<file path="src/rtl/ahb_arbiter_pkg.sv">
// Shared definitions for the AHB arbiter: transfer types, FSM states,
// and the owner index width.
package ahb_defs;

   localparam int HMASTER_W = 4;

   typedef logic [HMASTER_W-1:0] hidx_t;

   typedef enum logic [1:0] {
      HTRANS_IDLE   = 2'b00,
      HTRANS_BUSY   = 2'b01,
      HTRANS_NONSEQ = 2'b10,
      HTRANS_SEQ    = 2'b11
   } htrans_t;

   typedef enum logic {
      PARK = 1'b0,
      OWN  = 1'b1
   } state_t;

endpackage

</file>
<file path="src/rtl/ahb_arbiter_if.sv">
// Request/grant bundle between the AHB masters' side and the arbiter.
// The arbiter connects through the slave modport.
interface ahb_arbiter_if
   import ahb_defs::*;
#(
   parameter int NUM_MASTERS = 4
);

   logic [NUM_MASTERS-1:0] M_HBUSREQ;
   logic                   HREADY;
   logic [1:0]             HTRANS;
   logic [NUM_MASTERS-1:0] M_HGRANT;
   hidx_t                  HMASTER;
   hidx_t                  HMASTER_D;

   modport master (
      output M_HBUSREQ, HREADY, HTRANS,
      input  M_HGRANT, HMASTER, HMASTER_D
   );

   modport slave (
      input  M_HBUSREQ, HREADY, HTRANS,
      output M_HGRANT, HMASTER, HMASTER_D
   );

endinterface

</file>
<file path="src/rtl/ahb_arbiter_rr_pick.sv">
// Combinational round-robin priority encoder: first set request bit
// found walking upward from start, wrapping at N.
module rr_pick #(
   parameter int N = 4,
   parameter int W = 4
) (
   input  logic [N-1:0] req,
   input  logic [W-1:0] start,
   output logic [W-1:0] idx,
   output logic         valid
);

   always_comb begin
      int j;
      idx   = '0;
      valid = 1'b0;
      j     = 0;
      for (int i = 0; i < N; i++) begin
         j = int'(start) + i;
         if (j >= N) j = j - N;
         if (!valid && req[j]) begin
            valid = 1'b1;
            idx   = W'(j);
         end
      end
   end

endmodule

</file>
<file path="src/rtl/ahb_arbiter.sv">
// Round-robin AHB arbiter with a parked default master and a tenure
// limit; publishes address- and data-phase owner indices.
module ahb_arbiter
   import ahb_defs::*;
#(
   parameter int NUM_MASTERS    = 4,
   parameter int DEFAULT_MASTER = 0,
   parameter int MAX_TENURE     = 16
) (
   input logic          clk,
   input logic          rst,
   ahb_arbiter_if.slave bus
);

   localparam hidx_t      DEF      = hidx_t'(DEFAULT_MASTER);
   localparam hidx_t      LAST_IDX = hidx_t'(NUM_MASTERS - 1);
   localparam logic [7:0] TEN_MAX  = 8'(MAX_TENURE);

   typedef logic [NUM_MASTERS-1:0] vec_t;

   state_t     state, state_n;
   hidx_t      cur, cur_n;
   hidx_t      last, last_n;
   hidx_t      hm, hm_n;
   hidx_t      hmd, hmd_n;
   logic [7:0] tenure, tenure_n;
   vec_t       grant;
   vec_t       req, pick_req;
   hidx_t      pick_start, pick_idx;
   logic       pick_valid, counted, rearb;

   function automatic hidx_t wrap_inc(hidx_t i);
      return (i == LAST_IDX) ? '0 : i + 1'b1;
   endfunction

   function automatic vec_t onehot(hidx_t i);
      return vec_t'(1) << i;
   endfunction

   assign req     = bus.M_HBUSREQ;
   assign counted = (bus.HTRANS == HTRANS_NONSEQ) ||
                    (bus.HTRANS == HTRANS_SEQ);

   // The current owner is masked out so it can never re-win its own slot.
   assign pick_start = (state == PARK) ? wrap_inc(last) : wrap_inc(cur);
   assign pick_req   = (state == PARK) ? req : (req & ~onehot(cur));
   assign rearb      = !req[cur] ||
                       ((tenure == TEN_MAX) && (|pick_req));

   rr_pick #(
      .N (NUM_MASTERS),
      .W (HMASTER_W)
   ) u_pick (
      .req   (pick_req),
      .start (pick_start),
      .idx   (pick_idx),
      .valid (pick_valid)
   );

   always_comb begin
      state_n  = state;
      cur_n    = cur;
      last_n   = last;
      tenure_n = tenure;
      hm_n     = hm;
      hmd_n    = hmd;
      if (bus.HREADY) begin
         hm_n  = cur;
         hmd_n = hm;
         unique case (state)
            PARK: begin
               if (pick_valid) begin
                  state_n  = OWN;
                  cur_n    = pick_idx;
                  last_n   = pick_idx;
                  tenure_n = '0;
               end
            end
            OWN: begin
               if (rearb) begin
                  tenure_n = '0;
                  if (pick_valid) begin
                     cur_n  = pick_idx;
                     last_n = pick_idx;
                  end else begin
                     state_n = PARK;
                     cur_n   = DEF;
                  end
               end else if (counted && (tenure < TEN_MAX)) begin
                  tenure_n = tenure + 8'd1;
               end
            end
            default: ;
         endcase
      end
   end

   always_ff @(posedge clk or posedge rst) begin
      if (rst) begin
         state  <= PARK;
         cur    <= DEF;
         last   <= DEF;
         tenure <= '0;
         grant  <= onehot(DEF);
         hm     <= DEF;
         hmd    <= DEF;
      end else begin
         state  <= state_n;
         cur    <= cur_n;
         last   <= last_n;
         tenure <= tenure_n;
         grant  <= onehot(cur_n);
         hm     <= hm_n;
         hmd    <= hmd_n;
      end
   end

   assign bus.M_HGRANT  = grant;
   assign bus.HMASTER   = hm;
   assign bus.HMASTER_D = hmd;

endmodule

</file>
<file path="src/flat_wrapper.sv">
// flat-port wrapper written by rule: the top's interface ports become plain ports
module ahb_arbiter_flat import ahb_defs::*;
#(
   parameter int NUM_MASTERS    = 4,
   parameter int DEFAULT_MASTER = 0,
   parameter int MAX_TENURE     = 16
)
  (clk, rst, bus_M_HBUSREQ, bus_HREADY, bus_HTRANS, bus_M_HGRANT, bus_HMASTER, bus_HMASTER_D);
  ahb_arbiter_if #(.NUM_MASTERS(NUM_MASTERS)) bus_i ();
  input logic clk;
  input logic rst;
  input wire logic [$bits(bus_i.M_HBUSREQ)-1:0] bus_M_HBUSREQ;
  input wire logic [$bits(bus_i.HREADY)-1:0] bus_HREADY;
  input wire logic [$bits(bus_i.HTRANS)-1:0] bus_HTRANS;
  output wire logic [$bits(bus_i.M_HGRANT)-1:0] bus_M_HGRANT;
  output wire logic [$bits(bus_i.HMASTER)-1:0] bus_HMASTER;
  output wire logic [$bits(bus_i.HMASTER_D)-1:0] bus_HMASTER_D;
  assign bus_i.M_HBUSREQ = bus_M_HBUSREQ;
  assign bus_i.HREADY = bus_HREADY;
  assign bus_i.HTRANS = bus_HTRANS;
  assign bus_M_HGRANT = bus_i.M_HGRANT;
  assign bus_HMASTER = bus_i.HMASTER;
  assign bus_HMASTER_D = bus_i.HMASTER_D;
  ahb_arbiter #(.NUM_MASTERS(NUM_MASTERS), .DEFAULT_MASTER(DEFAULT_MASTER), .MAX_TENURE(MAX_TENURE)) u_core (.clk(clk), .rst(rst), .bus(bus_i));
endmodule
</file>
<file path="config.mk">
export PLATFORM = sky130hd
export DESIGN_NAME = ahb_arbiter_flat
export DESIGN_NICKNAME = d
export VERILOG_FILES = /design/src/rtl/ahb_arbiter_pkg.sv /design/src/rtl/ahb_arbiter_if.sv /design/src/rtl/ahb_arbiter_rr_pick.sv /design/src/rtl/ahb_arbiter.sv /design/src/flat_wrapper.sv
export SDC_FILE = /design/constraint.sdc
export NUM_CORES = 1
export LEC_CHECK = 0
export ABC_CLOCK_PERIOD_IN_PS = 12110
export BUFFER_PORTS_ARGS = -buffer_cell sky130_fd_sc_hd__buf_2
export CAP_MARGIN = 10
export CORE_AREA = 4 4 70 72
export DETAILED_ROUTE_END_ITERATION = 6
export DIE_AREA = 0 0 74 76
export HOLD_SLACK_MARGIN = 0.15
export PLACE_DENSITY = 0.7
export SLEW_MARGIN = 20
export SYNTH_ARGS = -nofsm -noshare
export SYNTH_HDL_FRONTEND = slang
export SYNTH_HIERARCHICAL = 1
export SYNTH_SLANG_ARGS = --single-unit
</file>
<file path="constraint.sdc">
create_clock -name clk -period 12.11 [get_ports clk]
set_clock_uncertainty 0.15 [all_clocks]
set_input_delay 1.211 -clock clk [delete_from_list [all_inputs] [get_ports clk]]
set_output_delay 1.211 -clock clk [all_outputs]
set_load 0.03 [all_outputs]
</file>
[Word-level counts from Yosys, hierarchy flattened]
Index checks and enable logic that the tools add are counted.
Word-level totals
  register bits after elaboration: 29
  output and inout bits: 12
  logic and storage cells: 99
Cells by class
  $add $sub $neg: 10
  magnitude comparators: 10
  equal/unequal tests: 8
  shift-type cells: 2
  muxes and demuxes: 45
  bitwise gates (word level): 3
  reduce and logical (&&, ||, !) cells: 14
Operators by type and width (number)
  $lt 32x4->1 const B: 4
  $mux 32: 4
  $mux 4: 14
  $mux 8: 3
  $sub 5x3->6 const B: 3
  $pmux 4 s2: 2
  $pmux 8 s2: 1
  $ge 5x3->1 const B: 3
  $mux 1: 15
  $add 4x2->5 const B: 2
  $bmux 1 s2: 5
  $add 4x1->4 const B: 2
  $add 8x1->8 const B: 1
  $eq 4x2->1 const B: 2
  $eq 8x5->1 const B: 1
  $lt 8x5->1 const B: 1
  $shl 1x4->4 const A: 2
  $add 4x1->5 const B: 1
  $logic_and 1x1->1: 5
  $sub 4x3->5 const B: 1
  $and 4x4->4: 1
  $eq 2x2->1 const B: 2
  $ge 4x3->1 const B: 1
  $logic_not 1->1: 4
  other kinds (11): 12

[Depth between registers and ports, before layout]
  depth after elaboration: 23
  mapped depth: 18

[Modules after synthesis]
Netlist, hierarchy kept.
By module, submodules not included
  ahb_arbiter: times used 1, cells each 141, area an instance 1570.3 sq um, seq. area each 726.9 sq um
  rr_pick: times used 1, cells each 88, area an instance 721.9 sq um, seq. area each 0.0 sq um

[Worst setup path before layout]
OpenSTA, ideal clock, no wires.
  kind: flip-flop to flip-flop
  from: register u_core.last[0]
  to: register u_core.grant[0], in the netlist u_core/bus.M_HGRANT[0]
  arrival time: 4.083 ns
  required time: 11.855 ns
  slack: 7.773 ns
  stages on the path, launching flop included: 17
  cell sequence: dfrtp_1 ha_1 nor2b_1 nor2b_1 o31ai_1 buf_6 buf_2 inv_1 ha_1 mux4_2 nor2b_4 a221oi_2 a31oi_1 o31a_1 o221a_1 a21o_1 a2111oi_2
On the way
  cells in the longest elaborated chain, start to end: 23
  elaborated cells on any way between the ends: 51
  classes of those cells: 8 x add/sub; 4 x order compare; 1 x eq/ne; 1 x shift; 31 x mux; 6 x reduce/logical
RTL lines
  start: declaration: RTL line ahb_arbiter.sv:23  | hidx_t last, last_n;
  start signal: assignment: RTL line ahb_arbiter.sv:110  | last <= last_n;
  $add 4x1->4 or $eq 4x2->1 (tied branches): RTL line ahb_arbiter.sv:33  | return (i == LAST_IDX) ? '0 : i + 1'b1;
  $mux 4 *: RTL line ahb_arbiter.sv:33
  $mux 4 *: RTL line ahb_arbiter.sv:45  | assign pick_start = (state == PARK) ? wrap_inc(last) : wrap_inc(cur);
  via u_core.pick_start[0]: RTL line ahb_arbiter.sv:29  | hidx_t pick_start, pick_idx;
  parallel branches: the longest is 14 deep, another holds $sub 5x3->6
  $mux 4 *: RTL line ahb_arbiter_rr_pick.sv:21  | if (!valid && req[j]) begin
  via u_core.pick_idx[2]: RTL line ahb_arbiter.sv:29
  $mux 4: RTL line ahb_arbiter.sv:82  | if (pick_valid) begin
  $mux 4: RTL line ahb_arbiter.sv:80  | if (rearb) begin
  $pmux 4 s2 *: RTL line ahb_arbiter.sv:70  | unique case (state)
  $mux 4 *: RTL line ahb_arbiter.sv:67  | if (bus.HREADY) begin
  $shl 1x4->4 *: RTL line ahb_arbiter.sv:37  | return vec_t'(1) << i;
  end signal: assignment: RTL line ahb_arbiter.sv:104  | grant <= onehot(DEF);
  end signal: assignment: RTL line ahb_arbiter.sv:112  | grant <= onehot(cur_n);
  end: declaration: RTL line ahb_arbiter.sv:27  | vec_t grant;
Mark *: on every way through the listed nets, which the timed path passes. The select of a mux whose other input is x is not followed.
A chain may end at the register's enable or synchronous reset.

[Final worst setup path]
  from: register u_core.cur[0]
  to: register u_core.grant[0], in the netlist u_core/bus.M_HGRANT[0]
On the way
  cells in the longest elaborated chain, start to end: 23
  elaborated cells on any way between the ends: 61
  classes of those cells: 8 x add/sub; 4 x order compare; 1 x eq/ne; 2 x shift; 34 x mux; 2 x bitwise; 10 x reduce/logical
RTL lines
  start: declaration: RTL line ahb_arbiter.sv:22  | hidx_t cur, cur_n;
  start signal: assignment: RTL line ahb_arbiter.sv:109  | cur <= cur_n;
  $add 4x1->4 or $eq 4x2->1 (tied branches): RTL line ahb_arbiter.sv:33
  $mux 4 *: RTL line ahb_arbiter.sv:33
  $mux 4 *: RTL line ahb_arbiter.sv:45
  via u_core.pick_start[2]: RTL line ahb_arbiter.sv:29
  parallel branches: the longest is 14 deep, another holds $add 4x1->5
  $mux 4 *: RTL line ahb_arbiter_rr_pick.sv:21
  via u_core.pick_idx[2]: RTL line ahb_arbiter.sv:29
  $mux 4: RTL line ahb_arbiter.sv:82
  $mux 4: RTL line ahb_arbiter.sv:80
  $pmux 4 s2 *: RTL line ahb_arbiter.sv:70
  $mux 4 *: RTL line ahb_arbiter.sv:67
  $shl 1x4->4 *: RTL line ahb_arbiter.sv:37
Marked as above.

==> results.txt <==
Critical Path Source Type: flop
RePlAce Congestion: 0.827
core area: 4290 um2
WP data arrival: 4.56 ns
EDFF count, synth: 0
cell count along the critical path: 18
Hold Crit Class: flop to flop
Avg Synthesized Cell Area: 10.0 um2
Synth Net Count: 257
Synth warnings: 6
ANT cells: 0
routed metal-1 wire length: 2.03 mm
H-tree depth: 2
Die H: 76 um
RSZ-0062 raised after global routing: false
clock latency on the worst-skew pair: 0.28 ns
critical path type: flop to flop
sequential share of the synthesized area: 31.7%
crit path max fanout: 11
synthesized flop and latch total: 29
CTS tree: built
vias per cell: 5.56
Die Footprint: 5620 um2
most frequent cells in the layout: dfrtp_1, inv_1, buf_2, nand2_1, ha_1
IO Pins: 21
Pre-antenna DRT Iters: 4
WP buf/inv: 1
DR top layer: met4
clk root buf: clkbuf_8
Max Freq: 220 MHz
hold path startpoint: u_core/tenure[6]$_DFFE_PP0P_
commonest non-fill, non-tap cell in the layout: dfrtp_1
first-pass GRT wire length: 7.65 mm
final setup vio count: 0
status: finished clean
Post-CTS Repair Setup Buffers: 0
CP endpoint kind: flop
hold path endpoint: u_core/tenure[6]$_DFFE_PP0P_
minimum clock period: 4.55 ns
TritonCTS buffer count: 5
met3 wire length: 113 um
WL final: 4.25 mm
Post-DRT Antenna Nets: 0
vias: 1690
met2 WL: 2.05 mm
Filler cells: 377
wire per inst: 14.0 um
setup slack, reg-to-reg: 7.56 ns
final net count: 279
Post-CTS Hold Fix Bufs: 0
# resized after CTS: 0
Tot GR Track Use: 17.0%
r2r endpoint: u_core/bus.M_HGRANT[0]$_DFF_PP1_
largest delay contributor family on the critical path: compound AO/OA/AOI/OAI gates
CTS Sinks: 29
number of global-route vias before repair: 1673
DP HPWL: 3.27 mm
DR iter-0 viols: 86
highest cell delay on the worst timing path: 0.71 ns
hold depth: 1
total of max-cap violations: 0
Primary FF master, synth: dfrtp_1
crit-path cells: ha_1, nand2_1, mux2i_1, nand2_1, o21ai_0, buf_4, ha_1, nand2_1, xnor2_1, ha_1, a21boi_0, mux2i_1, nand2b_1, a31oi_1, o31a_1, o221a_1, a21o_1, a2111oi_2
Clock Pin Slew Worst Setup and Hold Paths: 0.06 ns
Final Hold Viols: 0
worst reg-to-reg path cell count: 18
Cells after Synth: 229
Horiz. Die Dim: 74 um
remaining global-route overflow: 0
clk buf depth: 2
Async S/R FF share, synth: 100%
largest net degree at the start of global routing: 30
Layout area overhead: 10.6%
Cell Area, Synth: 2290 um2
Yosys cell types: 58
Final period util: 37.5%
max_slew headroom: 60.8%
CP max-delay cell: dfrtp_1
setup tns final: 0 ns
FP Rows: 24
Critical Path RT: 12.13 ns
FF-to-FF Start: u_core/cur[0]$_DFF_PP0_
Least-Margin Pin Slew: 0.587 ns
share of cells above drive strength 1: 27.8%
port bufs: 19
Slew Limit Fails: 0
Post-route DRC: 0
initial antenna violation count: 0
initial core utilization: 53.4%
## layer usage
layer | global-route usage (%) | vias up
met5 | 0 | -
met4 | 4.89 | 0
met2 | 26.7 | 24
met3 | 4.09 | 6
met1 | 23.0 | 799
li1 | - | 861
## worst max-delay path by stage
| stage | startpoint | to | slack [ns] |
|---|---|---|---|
| 6_report | u_core/cur[0]$_DFF_PP0_ | u_core/bus.M_HGRANT[0]$_DFF_PP1_ | 7.56 |
| 5_1_grt | u_core/cur[0]$_DFF_PP0_ | u_core/bus.M_HGRANT[0]$_DFF_PP1_ | 7.23 |
| 4_1_cts | u_core/cur[0]$_DFF_PP0_ | u_core/bus.M_HGRANT[0]$_DFF_PP1_ | 7.53 |
| 3_5_place_dp | u_core/cur[0]$_DFF_PP0_ | u_core/bus.M_HGRANT[0]$_DFF_PP1_ | 7.57 |
| 3_3_place_gp | u_core/cur[0]$_DFF_PP0_ | u_core/bus.M_HGRANT[0]$_DFF_PP1_ | 7.63 |
| 2_1_floorplan | u_core/last[0]$_DFFE_PP0P_ | u_core/bus.M_HGRANT[0]$_DFF_PP1_ | 7.77 |
## synthesized netlist by cell type, types with 4 or more instances
cell      number  area share [%]
dfrtp_1       28              31
nor2b_1        4             1.1
nand3_1        4            0.87
nor2_1        12             2.0
a21oi_1       10             2.2
nand2b_1       5             1.4
mux2_2        12             5.9
and2_1         5             1.4
nand2_1       19             3.1
mux2i_1        6             2.6
o21ai_0       11             2.4
inv_1         23             3.8
ha_1          19              10
xnor2_1        8             3.1
## logic make-up after synthesis
logic type / after synthesis / synth area share, %
xor+xnor: 10 / 3.82
simple gates: 65 / 15.0
compound gates: 55 / 21.1
fa+ha+maj: 19 / 10.4
buf+inv: 29 / 5.46
flops: 29 / 31.7
mux: 22 / 12.6
## per-stage QoR
| step | setup WS [ns] | instances | utilization, % | area, um2 | hold WS (ns) |
|---|---|---|---|---|---|
| after detailed placement | 7.57 | 296 | 56.7 | 2430 | 0.326 |
| after global placement | 7.63 | 296 | 56.7 | 2430 | 0.321 |
| after CTS | 7.53 | 304 | 59.0 | 2530 | 0.339 |
| after floorplan | 7.77 | 229 | - | 2290 | 0.305 |
| final | 7.56 | 304 | 59.0 | 2530 | 0.332 |
| after global routing | 7.23 | 304 | 59.0 | 2530 | 0.366 |
## final cells by class
| class | instances | area (um2) | share of cell area [%] |
|---|---|---|---|
| Sequential cell | 29 | 727 | 28.7 |
| Multi-Input combinational cell | 171 | 1450 | 57.0 |
| Tap cell | 52 | 65.1 | 2.57 |
| Timing Repair Buffer | 21 | 110 | 4.34 |
| Clock inverter | 1 | 5.00 | 0.197 |
| Inverter | 23 | 86.3 | 3.41 |
| Clock buffer | 7 | 96.3 | 3.80 |
## flip-flops by register name, indices dropped and copies added, names as in the netlist
register / cells
u_core/bus.HMASTER: 4
u_core/bus.M_HGRANT: 4
u_core/state: 1
u_core/bus.HMASTER_D: 4
u_core/last: 4
u_core/tenure: 8
u_core/cur: 4
Power is left out: the tool's default activity adds up to more than one toggle a clock period on the data nets, which glitch-free logic cannot reach.
